### src/rtl/cnn_fifo_drain_if.sv
// Handshake bundle between the test FIFO, the digit source and the framed byte sink.
// master = cnn_fifo_drain, slave = the surrounding FIFO / sink / classifier.
interface cnn_fifo_drain_if;
  logic        fifo_empty;
  logic [15:0] fifo_dout;
  logic        fifo_rd_en;
  logic [3:0]  digit_i;
  logic        digit_i_valid;
  logic [7:0]  byte_o;
  logic        byte_o_valid;
  logic        byte_o_ready;
  logic        frame_done;

  modport master (
    input  fifo_empty, fifo_dout, digit_i, digit_i_valid, byte_o_ready,
    output fifo_rd_en, byte_o, byte_o_valid, frame_done
  );

  modport slave (
    output fifo_empty, fifo_dout, digit_i, digit_i_valid, byte_o_ready,
    input  fifo_rd_en, byte_o, byte_o_valid, frame_done
  );
endinterface

### src/rtl/cnn_fifo_drain.sv
// Drains 16-bit result words from a non-show-ahead FIFO and emits framed bytes:
// header, payload (high byte first), XOR checksum of the payload, then {seen,000,digit}.
module cnn_fifo_drain #(
  parameter int         FRAME_WORDS = 64,
  parameter logic [7:0] HDR_BYTE    = 8'hA5
) (
  input  logic             clk,
  input  logic             rst,
  cnn_fifo_drain_if.master bus
);

  localparam int            CW   = (FRAME_WORDS > 1) ? $clog2(FRAME_WORDS) : 1;
  localparam logic [CW-1:0] LAST = CW'(FRAME_WORDS - 1);

  typedef enum logic [2:0] {
    S_IDLE, S_HDR, S_RD, S_LAT, S_HI, S_LO, S_CSUM, S_DIG
  } state_t;

  state_t        state_q, state_d;
  logic [CW-1:0] count_q;
  logic [7:0]    csum_q;
  logic [7:0]    byte_q;
  logic [7:0]    word_lo_q;
  logic [3:0]    digit_q;
  logic          seen_q;
  logic          accept;

  assign accept = bus.byte_o_valid && bus.byte_o_ready;

  always_ff @(posedge clk or posedge rst) begin
    if (rst) begin
      state_q <= S_IDLE;
    end else begin
      state_q <= state_d;
    end
  end

  always_comb begin
    state_d = state_q;
    unique case (state_q)
      S_IDLE: if (!bus.fifo_empty) state_d = S_HDR;
      S_HDR:  if (accept)          state_d = S_RD;
      S_RD:   if (!bus.fifo_empty) state_d = S_LAT;
      S_LAT:                       state_d = S_HI;
      S_HI:   if (accept)          state_d = S_LO;
      S_LO:   if (accept)          state_d = (count_q == LAST) ? S_CSUM : S_RD;
      S_CSUM: if (accept)          state_d = S_DIG;
      S_DIG:  if (accept)          state_d = S_IDLE;
      default:                     state_d = S_IDLE;
    endcase
  end

  always_comb begin
    bus.fifo_rd_en   = (state_q == S_RD) && !bus.fifo_empty;
    bus.byte_o_valid = state_q inside {S_HDR, S_HI, S_LO, S_CSUM, S_DIG};
    bus.frame_done   = (state_q == S_DIG) && bus.byte_o_ready;
    bus.byte_o       = byte_q;
  end

  // byte_q is loaded when the next byte is decided and then held, so the
  // presented byte never changes while the sink stalls.
  always_ff @(posedge clk or posedge rst) begin
    if (rst) begin
      count_q   <= '0;
      csum_q    <= '0;
      byte_q    <= '0;
      word_lo_q <= '0;
      digit_q   <= '0;
      seen_q    <= 1'b0;
    end else begin
      unique case (state_q)
        S_IDLE: if (!bus.fifo_empty) begin
          byte_q  <= HDR_BYTE;
          csum_q  <= '0;
          count_q <= '0;
        end
        S_LAT: begin
          byte_q    <= bus.fifo_dout[15:8];
          word_lo_q <= bus.fifo_dout[7:0];
        end
        S_HI: if (accept) begin
          csum_q <= csum_q ^ byte_q;
          byte_q <= word_lo_q;
        end
        S_LO: if (accept) begin
          csum_q  <= csum_q ^ byte_q;
          byte_q  <= csum_q ^ byte_q;
          count_q <= count_q + CW'(1);
        end
        S_CSUM: if (accept) byte_q <= {seen_q, 3'b000, digit_q};
        default: ;
      endcase

      // A new digit arriving with the digit-byte handshake survives into the next frame.
      if (bus.digit_i_valid) begin
        digit_q <= bus.digit_i;
        seen_q  <= 1'b1;
      end else if ((state_q == S_DIG) && accept) begin
        seen_q <= 1'b0;
      end
    end
  end

endmodule

### src/flat_wrapper.sv
// flat-port wrapper written by rule: the top's interface ports become plain ports
module cnn_fifo_drain_flat 
#(
  parameter int         FRAME_WORDS = 64,
  parameter logic [7:0] HDR_BYTE    = 8'hA5
)
  (clk, rst, bus_fifo_empty, bus_fifo_dout, bus_digit_i, bus_digit_i_valid, bus_byte_o_ready, bus_fifo_rd_en, bus_byte_o, bus_byte_o_valid, bus_frame_done);
  cnn_fifo_drain_if bus_i ();
  input  logic clk;
  input  logic rst;
  input wire logic [$bits(bus_i.fifo_empty)-1:0] bus_fifo_empty;
  input wire logic [$bits(bus_i.fifo_dout)-1:0] bus_fifo_dout;
  input wire logic [$bits(bus_i.digit_i)-1:0] bus_digit_i;
  input wire logic [$bits(bus_i.digit_i_valid)-1:0] bus_digit_i_valid;
  input wire logic [$bits(bus_i.byte_o_ready)-1:0] bus_byte_o_ready;
  output wire logic [$bits(bus_i.fifo_rd_en)-1:0] bus_fifo_rd_en;
  output wire logic [$bits(bus_i.byte_o)-1:0] bus_byte_o;
  output wire logic [$bits(bus_i.byte_o_valid)-1:0] bus_byte_o_valid;
  output wire logic [$bits(bus_i.frame_done)-1:0] bus_frame_done;
  assign bus_i.fifo_empty = bus_fifo_empty;
  assign bus_i.fifo_dout = bus_fifo_dout;
  assign bus_i.digit_i = bus_digit_i;
  assign bus_i.digit_i_valid = bus_digit_i_valid;
  assign bus_i.byte_o_ready = bus_byte_o_ready;
  assign bus_fifo_rd_en = bus_i.fifo_rd_en;
  assign bus_byte_o = bus_i.byte_o;
  assign bus_byte_o_valid = bus_i.byte_o_valid;
  assign bus_frame_done = bus_i.frame_done;
  cnn_fifo_drain #(.FRAME_WORDS(FRAME_WORDS), .HDR_BYTE(HDR_BYTE)) u_core (.clk(clk), .rst(rst), .bus(bus_i));
endmodule
### config.mk
export PLATFORM = sky130hd
export DESIGN_NAME = cnn_fifo_drain_flat
export DESIGN_NICKNAME = d
export VERILOG_FILES = /design/src/rtl/cnn_fifo_drain_if.sv /design/src/rtl/cnn_fifo_drain.sv /design/src/flat_wrapper.sv
export SDC_FILE = /design/constraint.sdc
export NUM_CORES = 1
export LEC_CHECK = 0
export CAP_MARGIN = 30
export CORE_MARGIN = 2
export CORE_UTILIZATION = 50
export CTS_CLUSTER_DIAMETER = 40
export DETAILED_ROUTE_END_ITERATION = 7
export GPL_TIMING_DRIVEN = 0
export PLACE_DENSITY = 0.81
export SLEW_MARGIN = 40
export SYNTH_ARGS = -nofsm -noshare
export SYNTH_HDL_FRONTEND = slang
export SYNTH_SLANG_ARGS = --single-unit
### constraint.sdc
create_clock -name clk -period 1.85 [get_ports clk]
set_clock_uncertainty 0.15 [all_clocks]
set_input_delay 0.37 -clock clk [delete_from_list [all_inputs] [get_ports clk]]
set_output_delay 0.37 -clock clk [all_outputs]
set_load 0.02 [all_outputs]
==> Yosys cells after proc, flatten, opt, wreduce, memory -nomap -nowiden <==
Cells that the tools add are included.
{ "word_totals": {"output_inout_bits": 11, "word_cells": 62, "ff_bits": 38, "rom_bits": 0, "latch_bits": 0, "inputBits": 25, "ram_bits": 0, "mem_count": 0} }
{ "classes": {"n_shift": 0, "muxes": 21, "n_reduce_logical": 16, "bitwise": 1, "n_div": 0, "addsub": 1, "eq_ne": 16, "order_cmp": 0, "n_mul": 0} }
{ "op_table": {"columns": ["op", "n"], "rows": [
  ["8-bit 2-to-1 mux", 5],
  ["8-bit case mux with 5 select lines", 1],
  ["3-bit 2-to-1 mux", 8],
  ["3-bit case mux with 8 select lines", 1],
  ["8-bit case mux with 2 select lines", 1],
  ["3-bit == test (second input constant)", 4],
  ["6-bit 2-to-1 mux", 2],
  ["2-bit by 1-bit != test with 1-bit output (second input constant)", 6],
  ["6-bit case mux with 2 select lines", 1],
  ["5-bit nonzero test", 2],
  ["8-bit bitwise XOR", 1],
  ["7-bit AND reduction", 1],
  ["6-bit by 1-bit adder with 6-bit output (second input constant)", 1],
  ["3-bit by 2-bit == test with 1-bit output (second input constant)", 2],
  ["6-bit == test (second input constant)", 1],
  ["3-bit AND reduction", 2],
  ["2-bit nonzero test", 3],
  ["5-bit AND reduction", 1],
  ["1-bit logical AND", 4],
  ["2-bit != test (second input constant)", 2],
  ["3-bit by 1-bit == test with 1-bit output (second input constant)", 1],
  ["3-bit zero test", 1],
  ["1-bit 2-to-1 mux", 2],
  ["2-bit OR reduction", 1],
  ["1-bit zero test", 1]
]} }

==> Longest topological paths before layout <==
Gate-level depths: netlist of the first run.
{ "logic_depth": {"ltp_word": 6, "mapped_depth": 6, "mapped_depth_nobuf": 5} }

==> Worst setup path after synthesis of the first run <==
Ideal clock, no wire load.
{ "synth_timing": {"path_kind": "reg-to-output", "from": "register u_core.state_q[0]", "to": "output bus_fifo_rd_en", "stages_incl_launch_ff": 5, "setup_slack_ns": -0.257, "n_path_buf": 3, "arrival_time_ns": 1.587, "t_required_ns": 1.330, "path_cell_list": "dfrtp_1 -> buf_2 -> buf_1 -> clkbuf_1 -> nor4_1"} }
{ "synth_between": {"elab_chain_len": 2} }
{ "synth_rtl": {"columns": ["element", "line_no", "source"], "rows": [
  ["from (decl)", "cnn_fifo_drain.sv:19", "state_t state_q, state_d;"],
  ["from (signal assigned)", "cnn_fifo_drain.sv:34", "state_q <= state_d;"],
  ["3-bit by 2-bit == test with 1-bit output", "cnn_fifo_drain.sv:54", "bus.fifo_rd_en = (state_q == S_RD) && !bus.fifo_empty;"],
  ["1-bit logical AND", "cnn_fifo_drain.sv:54", null],
  ["to (decl)", "flat_wrapper.sv:16", "output wire logic [$bits(bus_i.fifo_rd_en)-1:0] bus_fifo_rd_en;"]
]} }
Every way passes these cells.

==> Worst setup path in the final report of the first run <==
{ "layout_timing": {"from": "register u_core.state_q[2]", "to": "output bus_fifo_rd_en"} }
Same word-level chain as after synthesis.

==> impl_metrics.ini, run 1 <==
[die]
die_y_um = 68.1
rows = 23
die_area_sq_um = 4640
initial_core_util = 0.517
ios = 36
coreArea_sq_um = 3970
die_width_um = 68.1

[timing]
rsz0062_at_grt = true
finalWorstSetupSlack_ns = -0.0293
finalSetupViolations = 2
post-route-min-period_ns = 1.88
hold_viol = 0
slew_violations = 0
timing.slew.headroom = 0.642
worstMarginPinSlew_ns = 0.533
timing.hold.ws_ns = 0.198
clock.fmax_mhz = 532
period_share = 1.02

[status]
violations = negative setup slack
status = finished, violations left

[logic_synthesis]
avgSynthCellArea_sq_um = 9.13
syn_area_sq_um = 2050
ys_top_cells_by_area = dfrtp_1, nand2_1, o21ai_0
synth_cells = 225
synthArstFlopShare = 1.00
seq_area_frac_synth = 0.463
yosysMostFrequentCell = dfrtp_1
synthesis.nets = 251
synth_edf_count = 0
synthTopCellsByCount = dfrtp_1, nand2_1, o21ai_0, nand2b_1, nor2_1
yosys.area.top_type = dfrtp_1
yosysUniqueCellTypes = 45
yosys_warnings = 0
yosysTopAreaCellShare = 0.463
synth_seq_cells = 38
synth_ff_type = dfrtp_1

[global_route]
grt_pass1_vias = 1754
grt_util_met1 = 0.362
grt_use_met3 = 0.0378
busiest_layer = met2
grt_pass1_wl_um = 8470
antenna_found_initial = 0
overflow = 0
use_met2 = 0.367
grt_max_degree = 26
gr-usage-all-layers = 0.249

[critical_path]
crit_family = buffers and inverters
path_buf_inv = 3
crit_type = reg -> out
slowest_stage = dfrtp_1
cpPeakStageDelay_ns = 0.38
setup.worst_path.start_class = flop
crit_path_cell_trace = buf_6 > buf_8 > nor4_4 > buf_4
cp.arrival_ns = 1.36
crit_required_ns = 1.33
crit_path_max_fanout = 8
worstSetupEndpointType = output port

[cells_and_area]
drive_gt1_frac = 0.225
num_antenna_cells = 0
fin_nets = 300
final_core_util = 0.710
final_cell_count_no_fill = 325
area_growth_syn_to_layout_pct = 37.2

[power_and_ir_drop]
peakVddDrop_uv = 857
p_sw_mw = 2.02
comb_power_share = 0.520
p_int_mw = 2.85
leakagePower_nw = 1.22
switching_share = 0.415
clockPowerShare = 0.179
pwr_density_cell_nw_per_um2 = 1730
seqPwrFrac = 0.301

[placed_design]
place_ws_ns = -0.833
gp_congestion = 0.829
io_buffers = 35
dp_hpwl_um = 3570
dp_cells = 311

[drt]
drcViolationCount = 0
vias = 1877
via_per_inst = 5.78
wl_um = 5370
antenna_left = 0
drtPass1Iterations = 5
drt_iter0_drc = 193
wire_per_inst_um = 16.5

[clock_network]
insertion_delay_ns = 0.29
htreeDepth = 2
cts.sinks = 38
cts_buffer_depth = 2
cts.clk_slew.worst_paths_ns = 0.08
cts_tree = built
cts_hold_buf = 0
cts_root_buffer = clkbuf_8
cts_made_buffers = 5

[flow_run]
cap_viol_max_count = 0

[hold_path]
min_path_type = in -> async
## flip-flops by register name (all words and copies together), names as in the netlist
name / cells
u_core.state_q: 3
u_core.count_q: 6
u_core.digit_q: 4
u_core.bus.byte_o: 8
u_core.seen_q: 1
u_core.csum_q: 8
u_core.word_lo_q: 8
## cells by family after synthesis
group / after synthesis / share of synthesized area
and+or+nand+nor: 91 / 0.218
AOI/OAI and AO/OA: 60 / 0.199
DFF: 38 / 0.463
buffers and inverters: 20 / 0.0432
xor gates and xnor gates: 8 / 0.0341
muxes: 7 / 0.0371
adders and majority gates: 1 / 0.00609
## cell type report
class | count | area (sq um)
timing repair buffer | 46 | 437
buffer | 8 | 70.1
inverter | 8 | 32.5
multi-input combinational | 167 | 1120
sequential | 38 | 952
clock buffer | 6 | 82.6
tap | 50 | 62.6
clock inverter | 2 | 60.1
fill | 301 | 1150
## placed cells by master, fill, tap and decap left out, types with 3 or more instances in the layout
cell type,Yosys,layout
nor2_1,11,10
buf_6,1,4
a22o_1,5,5
dfrtp_1,38,37
o21ai_1,1,7
nor2b_1,10,10
xnor2_1,5,5
dlygate4sd2_1,0,8
nand2_1,35,35
clkdlybuf4s50_1,0,22
xor2_1,3,3
o21ai_0,21,7
mux2_2,5,5
o21ai_2,0,8
a21oi_1,10,10
nand4_1,3,3
o22ai_1,4,4
nand2b_1,12,11
buf_4,0,11
clkbuf_8,0,6
inv_1,6,5
nand3_1,10,9
## layer usage
metal  wire [um]  vias up
li1            -      884
met1        2410      900
met2        2530       81
met3         314       12
met4         116        0
met5           0        -
## path summary, 6_finish.rpt
check	startpoint	end	slack, ns	cells after the start
max	u_core.state_q[2]	bus_fifo_rd_en	-0.03	4
min	rst	u_core.bus.byte_o[0]	0.20	2
max reg2reg	u_core.state_q[0]	u_core.count_q[5]	-0.01	5
min reg2reg	u_core.word_lo_q[5]	u_core.word_lo_q[5]	0.33	2
max in group asynchronous	rst	u_core.csum_q[6]	0.92	3
min in group clk	u_core.word_lo_q[5]	u_core.word_lo_q[5]	0.33	2
## power by group through the flow
stage | clock network, mW | registers, mW | logic [mW]
2_1_floorplan | 0 | 1.46 | 1.43
3_3_place_gp | 0 | 1.42 | 2.08
3_5_place_dp | 0 | 1.44 | 2.14
4_1_cts | 0.877 | 1.44 | 2.40
5_1_grt | 0.920 | 1.50 | 2.76
6_report | 0.870 | 1.47 | 2.53
## per-stage QoR
stage,setup TNS [ns],cell area [sq um],power [mW]
floorplan,0,2070,2.89
global route,-0.298,2820,5.18
CTS,-0.120,2770,4.72
detailed placement,-8.94,2500,3.58
finish,-0.0443,2820,4.87
global placement,-21.92,2480,3.50
## repair_timing
| item | CTS | global route |
|---|---|---|
| pin swaps | 2 | 12 |
| setup buffers | 7 | 3 |
| resized for setup | 50 | 37 |
| setup endpoints to repair | 32 | 16 |
No activity file was read; power rests on OpenSTA's default activity.
==> inputs of run 2 (changes only) <==
--- a/config.mk
+++ b/config.mk
@@ -5,6 +5,8 @@
 export SDC_FILE = /design/constraint.sdc
 export NUM_CORES = 1
 export LEC_CHECK = 0
+export ABC_AREA = 0
+export ABC_CLOCK_PERIOD_IN_PS = 1850
 export CAP_MARGIN = 30
 export CORE_MARGIN = 2
 export CORE_UTILIZATION = 50
==> results of run 2 <==
Final layout, timing and power as in run 1 (identical DEF).
==> inputs of run 3 (changes only) <==
--- a/config.mk
+++ b/config.mk
@@ -13,6 +13,7 @@
 export CTS_CLUSTER_DIAMETER = 40
 export DETAILED_ROUTE_END_ITERATION = 7
 export GPL_TIMING_DRIVEN = 0
+export MAX_ROUTING_LAYER = met4
 export PLACE_DENSITY = 0.81
 export SLEW_MARGIN = 40
 export SYNTH_ARGS = -nofsm -noshare
==> run 3 against run 2 <==
The run still ends with negative setup slack left. Worst setup slack got worse by 0.0013 ns. Sequential share of layout area barely moved. Final cell count did not move. Via count rose by 0.64%. Largest power group unchanged.
==> impl_metrics.ini, run 3 (synthesis gave the netlist of run 1 again) <==
[status]
status = finished, violations left
violations = negative setup slack

[global_route]
antenna_found_initial = 0
busiest_layer = met2
grt_max_degree = 26
grt_use_met3 = 0.0428
grt_pass1_wl_um = 8500
grt_pass1_vias = 1747
gr-usage-all-layers = 0.257
grt_util_met1 = 0.365
use_met2 = 0.365
overflow = 0

[timing]
finalSetupViolations = 2
rsz0062_at_grt = true
worstMarginPinSlew_ns = 0.534
slew_violations = 0
clock.fmax_mhz = 532
period_share = 1.02
timing.slew.headroom = 0.641
hold_viol = 0
post-route-min-period_ns = 1.88
finalWorstSetupSlack_ns = -0.0306

[critical_path]
crit_path_max_fanout = 8
worstSetupEndpointType = output port
setup.worst_path.start_class = flop
crit_required_ns = 1.33
cp.arrival_ns = 1.36
cpPeakStageDelay_ns = 0.38
path_buf_inv = 3
crit_path_cell_trace = buf_6 > buf_8 > nor4_4 > buf_4
worst-r2r-setup-slack_ns = -0.02
crit_type = reg -> out
slowest_stage = dfrtp_1
crit_family = buffers and inverters
path_depth = 4
r2r_cells = 5

[drt]
vias = 1889
drtPass1Iterations = 4
drcViolationCount = 0
wire_per_inst_um = 16.6
via_per_inst = 5.81
drt_iter0_drc = 266
antenna_left = 0
wl_um = 5380

[cells_and_area]
drive_gt1_frac = 0.225
fin_nets = 300
num_antenna_cells = 0
final_cell_count_no_fill = 325
mostFrequentLayoutCells = dfrtp_1, nand2_1, clkdlybuf4s50_1
multi_input_area_sq_um = 1120
final_common_cell = dfrtp_1
final-seq-area_sq_um = 952
area_growth_syn_to_layout_pct = 37.3
fillCellCount = 301
final_area_sq_um = 2820

[placed_design]
dp_hpwl_um = 3570
io_buffers = 35
place_area_sq_um = 2500
gp_congestion = 0.842
dp_cells = 311

[clock_network]
insertion_delay_ns = 0.29
cts_tree = built
cts_buffer_depth = 2
cts.clk_slew.worst_paths_ns = 0.08
cts_made_buffers = 5
htreeDepth = 2
cts.sinks = 38
cts_root_buffer = clkbuf_8

[power_and_ir_drop]
peakVddDrop_uv = 851
leakagePower_nw = 1.22
pwr_density_cell_nw_per_um2 = 1730

[die]
rows = 23
die_y_um = 68.1
die_width_um = 68.1
die_area_sq_um = 4640
coreArea_sq_um = 3970
initial_core_util = 0.517
ios = 36

[flow_run]
cap_viol_max_count = 0

[hold_path]
min_path_type = in -> async
-- run 3: cell counts in the layout (fill, tap and decap cells not counted) --
No cell type changed its count.
-- run 3: what timing repair did --
| action | in CTS | in global routing |
|---|---|---|
| endpoints found under the setup margin | 32 | 16 |
| gates resized for setup | 50 | 38 |
| pin swaps | 2 | 12 |
| buffers inserted | 7 | 3 |
| gates cloned | 0 | 0 |
| hold buffers | 0 | 0 |
-- run 3: layout make-up --
type,instances,share of cell area
multi-input cells,167,0.398
clock buffers,6,0.0293
plain buffers,8,0.0248
well taps,50,0.0222
repair buffers,46,0.156
clock inverters,2,0.0213
inverters,8,0.0115
flip-flops and latches,38,0.337
-- run 3: power by group --
| group | internal [mW] | switching, mW |
|---|---|---|
| combinational | 1.11 | 1.43 |
| clock | 0.575 | 0.295 |
| sequential | 1.16 | 0.305 |
| total | 2.85 | 2.03 |
-- run 3: final timing paths --
kind                                      from                   end
setup / recovery             u_core.state_q[2]        bus_fifo_rd_en
hold / removal                             rst  u_core.bus.byte_o[0]
setup reg to reg             u_core.state_q[0]     u_core.count_q[5]
hold reg to reg            u_core.word_lo_q[5]   u_core.word_lo_q[5]
max in group asynchronous                  rst   u_core.word_lo_q[6]
min in group clk           u_core.word_lo_q[5]   u_core.word_lo_q[5]
-- run 3: metal layers --
layer,vias up,wire length (um)
li1,888,-
met1,913,2380
met2,74,2560
met3,14,313
met4,0,130
met5,-,0
-- run 3: per-stage QoR --
stage	hold slack, ns	TNS [ns]	setup WS, ns	util	power (mW)
after CTS	0.208	-0.120	-0.120	0.697	4.72
after floorplan	0.288	0	0.0575	-	2.89
after detailed placement	0.314	-8.94	-0.833	0.630	3.58
final	0.198	-0.0476	-0.0306	0.710	4.88
after global routing	0.249	-0.301	-0.0810	0.710	5.18
after global placement	0.304	-21.92	-0.827	0.625	3.50
